File: config.mk
export PLATFORM = sky130hd
export DESIGN_NAME = tx_hop_pattern_gen
export DESIGN_NICKNAME = d
export VERILOG_FILES = /design/src/rtl/tx_hop_pattern_gen.sv
export SDC_FILE = /design/constraint.sdc
export NUM_CORES = 1
export LEC_CHECK = 0
export CAP_MARGIN = 0
export CORE_ASPECT_RATIO = 1.5
export CORE_MARGIN = 8
export CORE_UTILIZATION = 45
export CTS_CLUSTER_DIAMETER = 50
export DETAILED_ROUTE_END_ITERATION = 8
export SETUP_SLACK_MARGIN = 0.3
export SKIP_CTS_REPAIR_TIMING = 1
export SLEW_MARGIN = 30
export SYNTH_ARGS = -nofsm -noshare
export SYNTH_HDL_FRONTEND = slang
export SYNTH_SLANG_ARGS = --single-unit
File: constraint.sdc
create_clock -name logic_clk_in -period 3.6 [get_ports logic_clk_in]
set_input_delay 1.08 -clock logic_clk_in [delete_from_list [all_inputs] [get_ports logic_clk_in]]
set_output_delay 1.08 -clock logic_clk_in [all_outputs]
set_load 0.01 [all_outputs]
File: src/rtl/tx_hop_pattern_gen.sv
// Frequency-hop sequencer: steps through a host-loaded table of RF configuration codes,
// one code per tx pulse, strobing dac_io_update so the downstream controller latches each code.
module tx_hop_pattern_gen #(
    parameter int PULSE_PERIOD = 2600,
    parameter int UPD_WIDTH    = 4,
    parameter int TBL_AW       = 6
) (
    input  logic              logic_clk_in,
    input  logic              logic_rst_in,
    input  logic              tbl_wr_en,
    input  logic [TBL_AW-1:0] tbl_wr_addr,
    input  logic [7:0]        tbl_wr_data,
    input  logic [TBL_AW-1:0] hop_base_addr,
    input  logic [31:0]       slot_timer,
    input  logic [31:0]       net_slot_rfposi,
    input  logic [31:0]       net_tx_pulse_num,
    output logic [7:0]        tx_feq_cfg,
    output logic              dac_io_update,
    output logic              hop_busy,
    output logic              hop_done,
    output logic [8:0]        pulse_idx
);

    localparam int                CNT_W    = $clog2(PULSE_PERIOD);
    localparam logic [CNT_W-1:0]  CNT_LAST = CNT_W'(PULSE_PERIOD - 1);
    localparam logic [CNT_W-1:0]  UPD_LAST = CNT_W'(UPD_WIDTH);
    localparam logic [7:0]        CFG_RST  = 8'h84;

    typedef enum logic {IDLE, RUN} state_t;

    state_t            state, state_nxt;
    logic [CNT_W-1:0]  cnt;
    logic [8:0]        n_lat;
    logic [TBL_AW-1:0] rd_addr;
    logic [7:0]        tbl [2**TBL_AW];
    logic [7:0]        rd_data;
    logic              start, period_end, last_pulse, rd_en;

    // NOTE: every signal assigned in always_comb gets a default first, so no latch is inferred.
    always_comb begin
        state_nxt  = state;
        start      = (state == IDLE) && (slot_timer == net_slot_rfposi) &&
                     (net_slot_rfposi != 32'd0) && (net_tx_pulse_num[8:0] != 9'd0);
        period_end = (state == RUN) && (cnt == CNT_LAST);
        last_pulse = (pulse_idx == n_lat - 9'd1);
        rd_en      = (state == RUN) && (cnt == '0);
        case (state)
            IDLE:    if (start) state_nxt = RUN;
            RUN:     if (period_end && last_pulse) state_nxt = IDLE;
            default: state_nxt = IDLE;
        endcase
    end

    // NOTE: sequential state uses non-blocking assignments so every register sees pre-edge values.
    always_ff @(posedge logic_clk_in) begin
        if (logic_rst_in) state <= IDLE;
        else              state <= state_nxt;
    end

    always_ff @(posedge logic_clk_in) begin
        if (logic_rst_in) begin
            tx_feq_cfg    <= CFG_RST;
            dac_io_update <= 1'b0;
            hop_busy      <= 1'b0;
            hop_done      <= 1'b0;
            pulse_idx     <= 9'd0;
            cnt           <= '0;
            n_lat         <= 9'd0;
            rd_addr       <= '0;
        end else begin
            hop_done      <= period_end && last_pulse;
            hop_busy      <= (state_nxt == RUN);
            // Registered one clock ahead so the strobe is high exactly while cnt is 2..UPD_WIDTH+1.
            dac_io_update <= (state == RUN) && (cnt != '0) && (cnt <= UPD_LAST);
            if (start) begin
                n_lat     <= net_tx_pulse_num[8:0];
                rd_addr   <= hop_base_addr;
                pulse_idx <= 9'd0;
                cnt       <= '0;
            end else if (state == RUN) begin
                if (cnt == CNT_W'(1)) tx_feq_cfg <= rd_data;
                if (period_end) begin
                    cnt <= '0;
                    if (last_pulse) begin
                        pulse_idx <= 9'd0;
                    end else begin
                        pulse_idx <= pulse_idx + 9'd1;
                        rd_addr   <= rd_addr + 1'b1;
                    end
                end else begin
                    cnt <= cnt + 1'b1;
                end
            end
        end
    end

    // NOTE: the table RAM and its read register are deliberately not reset; contents survive reset.
    always_ff @(posedge logic_clk_in) begin
        if (tbl_wr_en) tbl[tbl_wr_addr] <= tbl_wr_data;
        if (rd_en)     rd_data <= tbl[rd_addr];
    end

endmodule

# Word-level counts from Yosys, hierarchy flattened
# Memory sizes are Yosys's and may differ from the RTL's. A register that Yosys moved wholly into a read port is not among the register bits.
# Cells that the tools add are included.
dict set report word_totals {
  n_memories 1
  wordCells 50
  regBits 47
  ram_bits 512
}
# memory words word_bits read_ports rd_clocked_by_memory_dff write_ports line
set memory_table {}
lappend memory_table {tbl 64 8 1 1 1 35} ;# logic [7:0] tbl [2**TBL_AW];
dict set report classes {
  bitwise_logic 2
  n_eq_ne 5
  mux 11
  addsub 4
  order_cmp 1
  reduce_logical 18
}
# cell n
set op_table {}
lappend op_table {{32-bit == test} 1}
lappend op_table {{32-bit nonzero test} 1}
lappend op_table {{6-bit 2-to-1 mux} 4}
lappend op_table {{12-bit by 1-bit adder with 12-bit output (second input constant)} 1}
lappend op_table {{12-bit by 1-bit == test with 1-bit output (second input constant)} 1}
lappend op_table {{12-bit == test (second input constant)} 1}
lappend op_table {{12-bit by 3-bit <= comparator with 1-bit output (second input constant)} 1}
lappend op_table {{12-bit zero test} 1}
lappend op_table {{12-bit 2-to-1 mux} 1}
lappend op_table {{12-bit nonzero test} 1}
lappend op_table {{9-bit by 1-bit adder with 9-bit output (second input constant)} 1}
lappend op_table {{9-bit == test} 1}
lappend op_table {{9-bit 2-to-1 mux} 1}
lappend op_table {{9-bit nonzero test} 1}
lappend op_table {{9-bit by 1-bit subtractor with 9-bit output (second input constant)} 1}
lappend op_table {{1-bit logical AND} 8}
lappend op_table {{6-bit by 1-bit adder with 6-bit output (second input constant)} 1}
lappend op_table {{3-bit AND reduction} 2}
lappend op_table {{1-bit 2-to-1 mux} 4}
lappend op_table {{2-bit nonzero test} 2}
lappend op_table {{2-bit inequality test (second input constant)} 1}
lappend op_table {{1-bit inverter} 2}
lappend op_table {{1-bit case mux with 2 select lines} 1}
lappend op_table {{2-bit AND reduction} 1}
lappend op_table {{2-bit OR reduction} 1}

# Depth between registers and ports, before layout
# Gate-level depths: netlist of the first run.
dict set report logic_depth {
  depth_word 6
  depth_mapped 9
  ltp_nobuf 9
}

# Worst setup path before layout of the first run
# No wires, ideal clock.
dict set report synth_path {
  path_type {reg-to-reg}
  start {register rd_addr[0]}
  end {register rd_data[0], read port of tbl (data pin)}
  path_stages_with_launch 6
  path_buffers 2
  slack_ns 0.905
  arrival_time_ns 2.423
  required_ns 3.328
  setup_time_ns 0.272
  cell_sequence {dfxtp_1 clkbuf_1 clkbuf_1 mux4_2 mux4_2 mux4_2}
}
# item line
set synth_lines {}
lappend synth_lines {{start: declaration} 34} ;# logic [TBL_AW-1:0] rd_addr;
lappend synth_lines {{start signal: assignment} 77} ;# rd_addr <= hop_base_addr;
lappend synth_lines {{start signal: assignment} 88} ;# rd_addr <= rd_addr + 1'b1;
lappend synth_lines {{end: declaration} 36} ;# logic [7:0] rd_data;

==> results of run 1 <==
worst max-delay path, cell delays in order, from the launching register on:
cell and delay, ns:
dfxtp_4 0.59, buf_12 0.26, buf_4 0.18, mux4_2 0.55, mux4_2 0.57, mux4_2 0.50
power by group:
part	leakage [nW]	internal (W)	switching, W
clock network	0.777	0.00295	0.00237
logic	2.50	0.000154	0.000216
registers	5.06	0.00722	0.00000829
placed cells by master, fill, tap and decap left out, types with 3 or more instances in the layout:
master             n
clkbuf_1          10
and3_1            10
clkinvlp_4         5
and2_1             3
dfxtp_1           44
clkbuf_16         52
nand3b_1           3
a21oi_1           14
o21ai_0            4
and4_1             3
bufinv_16          4
xnor2_1           39
buf_2              8
nand3_1           35
inv_1              4
clkdlybuf4s50_1  107
nand4_1           15
nor2_1           104
clkinv_4           3
nand2b_1           5
edfxtp_1         520
clkinv_1           7
nor2b_1            5
mux4_2           168
nand2_1           26
nor4_1            12
buf_12             8
clkinv_2           6
nor3_1            11
xor2_1            26
mux2i_1           11
buf_4            103
ha_1               6
cell type report:
class / count / area [µm²] / area share, %
well taps: 669 / 837 / 3.10
diodes: 2 / 5.00 / 0.0186
flip-flops and latches: 567 / 16600 / 61.4
clock inverters: 29 / 287 / 1.06
repair buffers: 226 / 2040 / 7.58
multi-input cells: 521 / 5880 / 21.8
clock buffers: 62 / 1340 / 4.96
inverters: 5 / 18.8 / 0.0696
cell usage after synthesis, types with 5 or more instances:
cell type,number
ha_1,6
buf_4,10
edfxtp_1,520
mux2i_1,11
nor3_1,11
and3_1,10
xnor2_1,39
mux4_2,168
xor2_1,26
dfxtp_1,47
nor4_1,12
clkbuf_1,32
nand4_1,15
nor2b_1,5
nand3_1,35
nand2_1,26
a21oi_1,14
nor2_1,104
buf_1,12
nand2b_1,5
worst max path at each step:
stage,slack [ns],end,cells after the start
floorplan,0.90,rd_data[0]$_DFFE_PP_,5
global placement,0.14,cnt[10]$_SDFFE_PP0P_,9
global route,0.59,rd_data[3]$_DFFE_PP_,5
CTS,0.63,rd_data[3]$_DFFE_PP_,5
detailed placement,0.16,cnt[9]$_SDFFE_PP0P_,9
finish,0.66,rd_data[3]$_DFFE_PP_,5
through the flow:
step,utilization [%],cells,worst slack [ns]
final,53.6,2081,0.662
after global routing,53.6,2079,0.589
after CTS,53.6,2079,0.628
after detailed placement,50.4,1988,0.163
after global placement,50.4,1988,0.136
after floorplan,-,1150,0.905
cells by family (layout without fill, tap and decap cells):
family / Yosys count / count (layout)
AOI/OAI and AO/OA: 30 / 30
xor gates and xnor gates: 65 / 65
adders and majority gates: 6 / 6
buffers and inverters: 62 / 322
DFF: 567 / 567
muxes: 179 / 179
other: 0 / 2
and+or+nand+nor: 241 / 241
state kept, by name, summed over array words and instances (netlist names):
| name | cells |
|---|---|
| tbl | 512 |
| cnt | 12 |
| n_lat | 9 |
| pulse_idx | 9 |
| rd_data | 8 |
| tx_feq_cfg | 8 |
| rd_addr | 6 |
| dac_io_update | 1 |
| hop_busy | 1 |
| hop_done | 1 |
metal layers:
| metal | global-route usage (%) | share of wire (%) | vias up |
|---|---|---|---|
| met5 | 0 | 0 | - |
| met4 | 4.69 | 2.2 | 0 |
| met3 | 2.86 | 5.4 | 68 |
| met2 | 33.8 | 54 | 321 |
| met1 | 22.1 | 38 | 6065 |
| li1 | - | - | 5128 |
==> reports/qor.csv, run 1 <==
metric,value,unit
PnR Total Power,0.0129,W
simple-gate share of the synthesized area,5.07,%
first-pass GRT wire length,78.9,mm
Die W,199,µm
period utilization,81.6,%
Static Leak,8.33,nW
clock buffer depth,3,
status,"finished, final reports clean",
"Primary FF master, synth",edfxtp_1,
Setup Skew,0.0181,ns
asr flop ratio synth,0,%
initial core utilization,45.2,%
DR vias,11600,
number of fill cells in the layout,4009,
number of remaining DRC errors,0,
initial antenna violation count,0,
post-synth top area cell,edfxtp_1,
starting DRC count in detailed routing,747,
WL final,53.4,mm
worst-margin pin slew,0.854,ns
Worst Setup SP,rd_addr[0]$_SDFFE_PP0P_,
"Seq/Total Area, Yosys",72.9,%
Synth cell types,44,
number of buffers added on ports,115,
PD cells,479,nW/µm²
average wire per standard cell,25.7,µm
Syn Area/Cell,19.8,µm²
nets,1497,
RSZ-0062 raised after global routing,false,
DP Wirelength,36.0,mm
CP arrival,3.24,ns
Placed Area,25300,µm²
largest net degree at the start of global routing,53,
critical path startpoint category,flip-flop,
cell depth of the worst hold path,2,
kind of end point of the critical path,flip-flop,
core area,50300,µm²
worst path required time,3.90,ns
post-synthesis mux area share,17.1,%
RR Endpoint,rd_data[3]$_DFFE_PP_,
Clock Sinks,567,
"Reg clk slew, reported paths",0.07,ns
final hold violation count,0,
final setup violation count,0,
Synth top area share,68.7,%
minimum clock period after layout,2.94,ns
HP Class,reg -> reg,
global placement routability congestion,0.842,
vias in the first global route,12100,
adder and majority cell fraction of the synthesized area,0.331,%
Global Route Usage Sum,18.4,%
Clock Root Buffer,clkbuf_16,
r2r startpoint,rd_addr[0]$_SDFFE_PP0P_,
layout cells sized above 1,26.0,%
Overflow after GRT,0,
CTS HTree Levels,2,
Rel. slew slack,43.0,%
Synth Instances,1150,
# rows,101,
FF-to-FF setup slack,0.66,ns
max cap viols,0,
fin. max-slew vios,0,
"EDFF count, synth",520,
synthesized area,22700,µm²
die height,291,µm
Mapped Nets,1275,
largest cells by area after synthesis,"edfxtp_1, mux4_2, dfxtp_1, nor2_1, xnor2_1",
Antenna Nets Post-Route,0,
IO Pins,139,
hold slack,0.456,ns
"Design Area, Final",27000,µm²
synth-to-layout area growth,18.8,%
die area,58100,µm²
vias per inst,5.57,
Max Clock Freq,0.340,GHz
XOR/XNOR Fraction of Synth Area,2.51,%
Max VDD drop,301,µV
setup TNS,0,ns
Reg2Reg Depth,5,
HP Start,tx_feq_cfg[5]$_SDFFE_PP0P_,
Initial DRT Pass Iterations,5,
largest family of logic cells by synthesized area,multiplexers,
Ys Warns,0,
critical path class,reg -> reg,
Synth Register Bits,567,
clock latency on the worst-skew pair,0.58,ns
compound-gate portion of the synthesized area,0.854,%
CTS tree,built,
CTS Buf Count,51,
Crit Path Max Fanout,19,
Hold Path End,tx_feq_cfg[5]$_SDFFE_PP0P_,
Note: power is estimated with default switching activity, not from simulation.
==> run 2, diff against run 1 <==
- PLACE_DENSITY: default -> 0.66
- clock period: 3.6 -> 2.6 ns (I/O delays scaled with it)
==> run 2 against run 1 <==
Sequential share of layout area shrank 2.5 points. Sequential power grew 39%. Via count grew 2.8%. Die area is the same. Largest power group unchanged.
==> reports/qor.csv, run 2 (same netlist as run 1, synthesis figures left out) <==
metric,value,unit,change
final setup violation count,0,,unchanged
"commonest non-fill, non-tap cell in the layout",edfxtp_1,,
die area,58100,µm²,unchanged
HP Class,reg -> reg,,
Die W,199,µm,unchanged
Overflow after GRT,0,,unchanged
layout cells sized above 1,31.6,%,+5.6 points
critical path startpoint category,flip-flop,,
max reg flops,512,,unchanged
r2r startpoint,rd_addr[0]$_SDFFE_PP0P_,,
initial core utilization,45.2,%,unchanged
status,"finished, final reports clean",,
largest net degree at the start of global routing,65,,+23%
vias in the first global route,12700,,+4.3%
average wire per standard cell,25.0,µm,-2.5%
Initial DRT Pass Iterations,6,,+1
FF-to-FF setup slack,0.008,ns,-0.65 ns
number of remaining DRC errors,0,,unchanged
Max Clock Freq,0.386,GHz,+13%
Global Route Usage Sum,18.5,%,+0.10 points
# rows,101,,unchanged
CP arrival,2.90,ns,-0.34 ns
DP Wirelength,35.8,mm,-0.44%
Biggest register,tbl,,
kind of end point of the critical path,flip-flop,,
critical path class,reg -> reg,,
CTS Buf Count,53,,+3.9%
global placement routability congestion,0.859,,+2.1%
Largest regs,"tbl x512, cnt x12",,
Crit Path Max Fanout,9,,-10
Static Leak,9.15,nW,+9.8%
minimum clock period after layout,2.59,ns,-0.346 ns
vias per inst,5.53,,-0.63%
initial antenna violation count,0,,unchanged
Antenna Nets Post-Route,0,,unchanged
Rel. slew slack,59.1,%,+16 points
CTS HTree Levels,2,,unchanged
Clock Sinks,567,,unchanged
WL final,53.9,mm,+0.87%
die height,291,µm,unchanged
Reg2Reg Depth,5,,unchanged
dpl ws,-0.517,ns,-0.680 ns
most frequent cells in the layout,"edfxtp_1, mux4_2, buf_4, nor2_1, clkdlybuf4s50_1",,
starting DRC count in detailed routing,864,,+16%
RR Endpoint,rd_data[7]$_DFFE_PP_,,
worst-margin pin slew,0.613,ns,-0.241 ns
nets,1564,,+4.5%
CP endpoint,rd_data[7]$_DFFE_PP_,,
IO Pins,139,,unchanged
worst path required time,2.91,ns,-0.99 ns
fin. max-slew vios,0,,unchanged
CTS tree,built,,
clock buffer depth,3,,unchanged
period utilization,99.7,%,+18 points
Worst Setup SP,rd_addr[0]$_SDFFE_PP0P_,,
core area,50300,µm²,unchanged
clock latency on the worst-skew pair,0.58,ns,about the same
number of buffers added on ports,115,,unchanged
synth-to-layout area growth,24.0,%,
final hold violation count,0,,unchanged
"Reg clk slew, reported paths",0.06,ns,about the same
Clock Root Buffer,clkbuf_16,,
max cap viols,0,,unchanged
Max VDD drop,509,µV,+69%
RSZ-0062 raised after global routing,true,,
Setup Skew,0.0173,ns,-0.000782 ns
DR vias,11900,,+2.8%
post-route setup slack,0.00818,ns,-0.654 ns
hold slack,0.460,ns,+0.00403 ns
first-pass GRT wire length,80.0,mm,+1.4%
PD cells,652,nW/µm²,+36%
[run 2: area by class of cell]
type	instances	area [µm²]
Inverter	5	18.8
Clock inverter	32	332
Antenna cell	1	2.50
Multi-Input combinational cell	521	6050
Sequential cell	567	16600
Clock buffer	66	1420
Tap cell	669	837
Timing Repair Buffer	291	2920
Fill cell	3812	22100
[run 2: routing by layer]
| metal | wire length, µm | track usage [%] |
|---|---|---|
| met5 | 0 | 0 |
| met4 | 1670 | 6.22 |
| met3 | 2880 | 2.61 |
| met2 | 29100 | 33.6 |
| met1 | 20200 | 22.1 |
[run 2: report_power, final]
group          leakage [nW]  total (W)  internal, W  switching (W)
Sequential             5.06     0.0100      0.00999      0.0000123
Combinational          3.24   0.000562     0.000251       0.000311
Clock                 0.846    0.00781      0.00448        0.00332
[run 2: critical path: stages (launching register included)]
cell and delay, ns:
dfxtp_4 0.39, buf_12 0.16, buf_12 0.14, mux4_2 0.54
mux4_2 0.57, mux4_2 0.50
[run 2: how the worst min path moves through the flow]
stage | start | to | slack [ns] | depth (start not counted)
final | tx_feq_cfg[5]$_SDFFE_PP0P_ | tx_feq_cfg[5]$_SDFFE_PP0P_ | 0.46 | 2
after global routing | tx_feq_cfg[5]$_SDFFE_PP0P_ | tx_feq_cfg[5]$_SDFFE_PP0P_ | 0.49 | 2
after CTS | tx_feq_cfg[5]$_SDFFE_PP0P_ | tx_feq_cfg[5]$_SDFFE_PP0P_ | 0.47 | 2
after detailed placement | tx_feq_cfg[5]$_SDFFE_PP0P_ | tx_feq_cfg[5]$_SDFFE_PP0P_ | 0.46 | 2
after global placement | tx_feq_cfg[1]$_SDFFE_PP0P_ | tx_feq_cfg[1]$_SDFFE_PP0P_ | 0.45 | 2
after floorplan | rd_data[2]$_DFFE_PP_ | tx_feq_cfg[2]$_SDFFE_PP1P_ | 0.45 | 2
[run 2: per-stage QoR]
step	cell area (µm²)	utilization [%]	instances	power (W)	setup TNS (ns)
after CTS	27700	55.1	2134	0.0185	-0.211
after floorplan	22900	-	1150	0.0103	0
after detailed placement	26000	51.7	2036	0.0108	-25.73
after global routing	28200	56.0	2151	0.0189	-0.0830
final	28200	56.0	2152	0.0184	0
after global placement	26000	51.7	2036	0.0107	-21.66
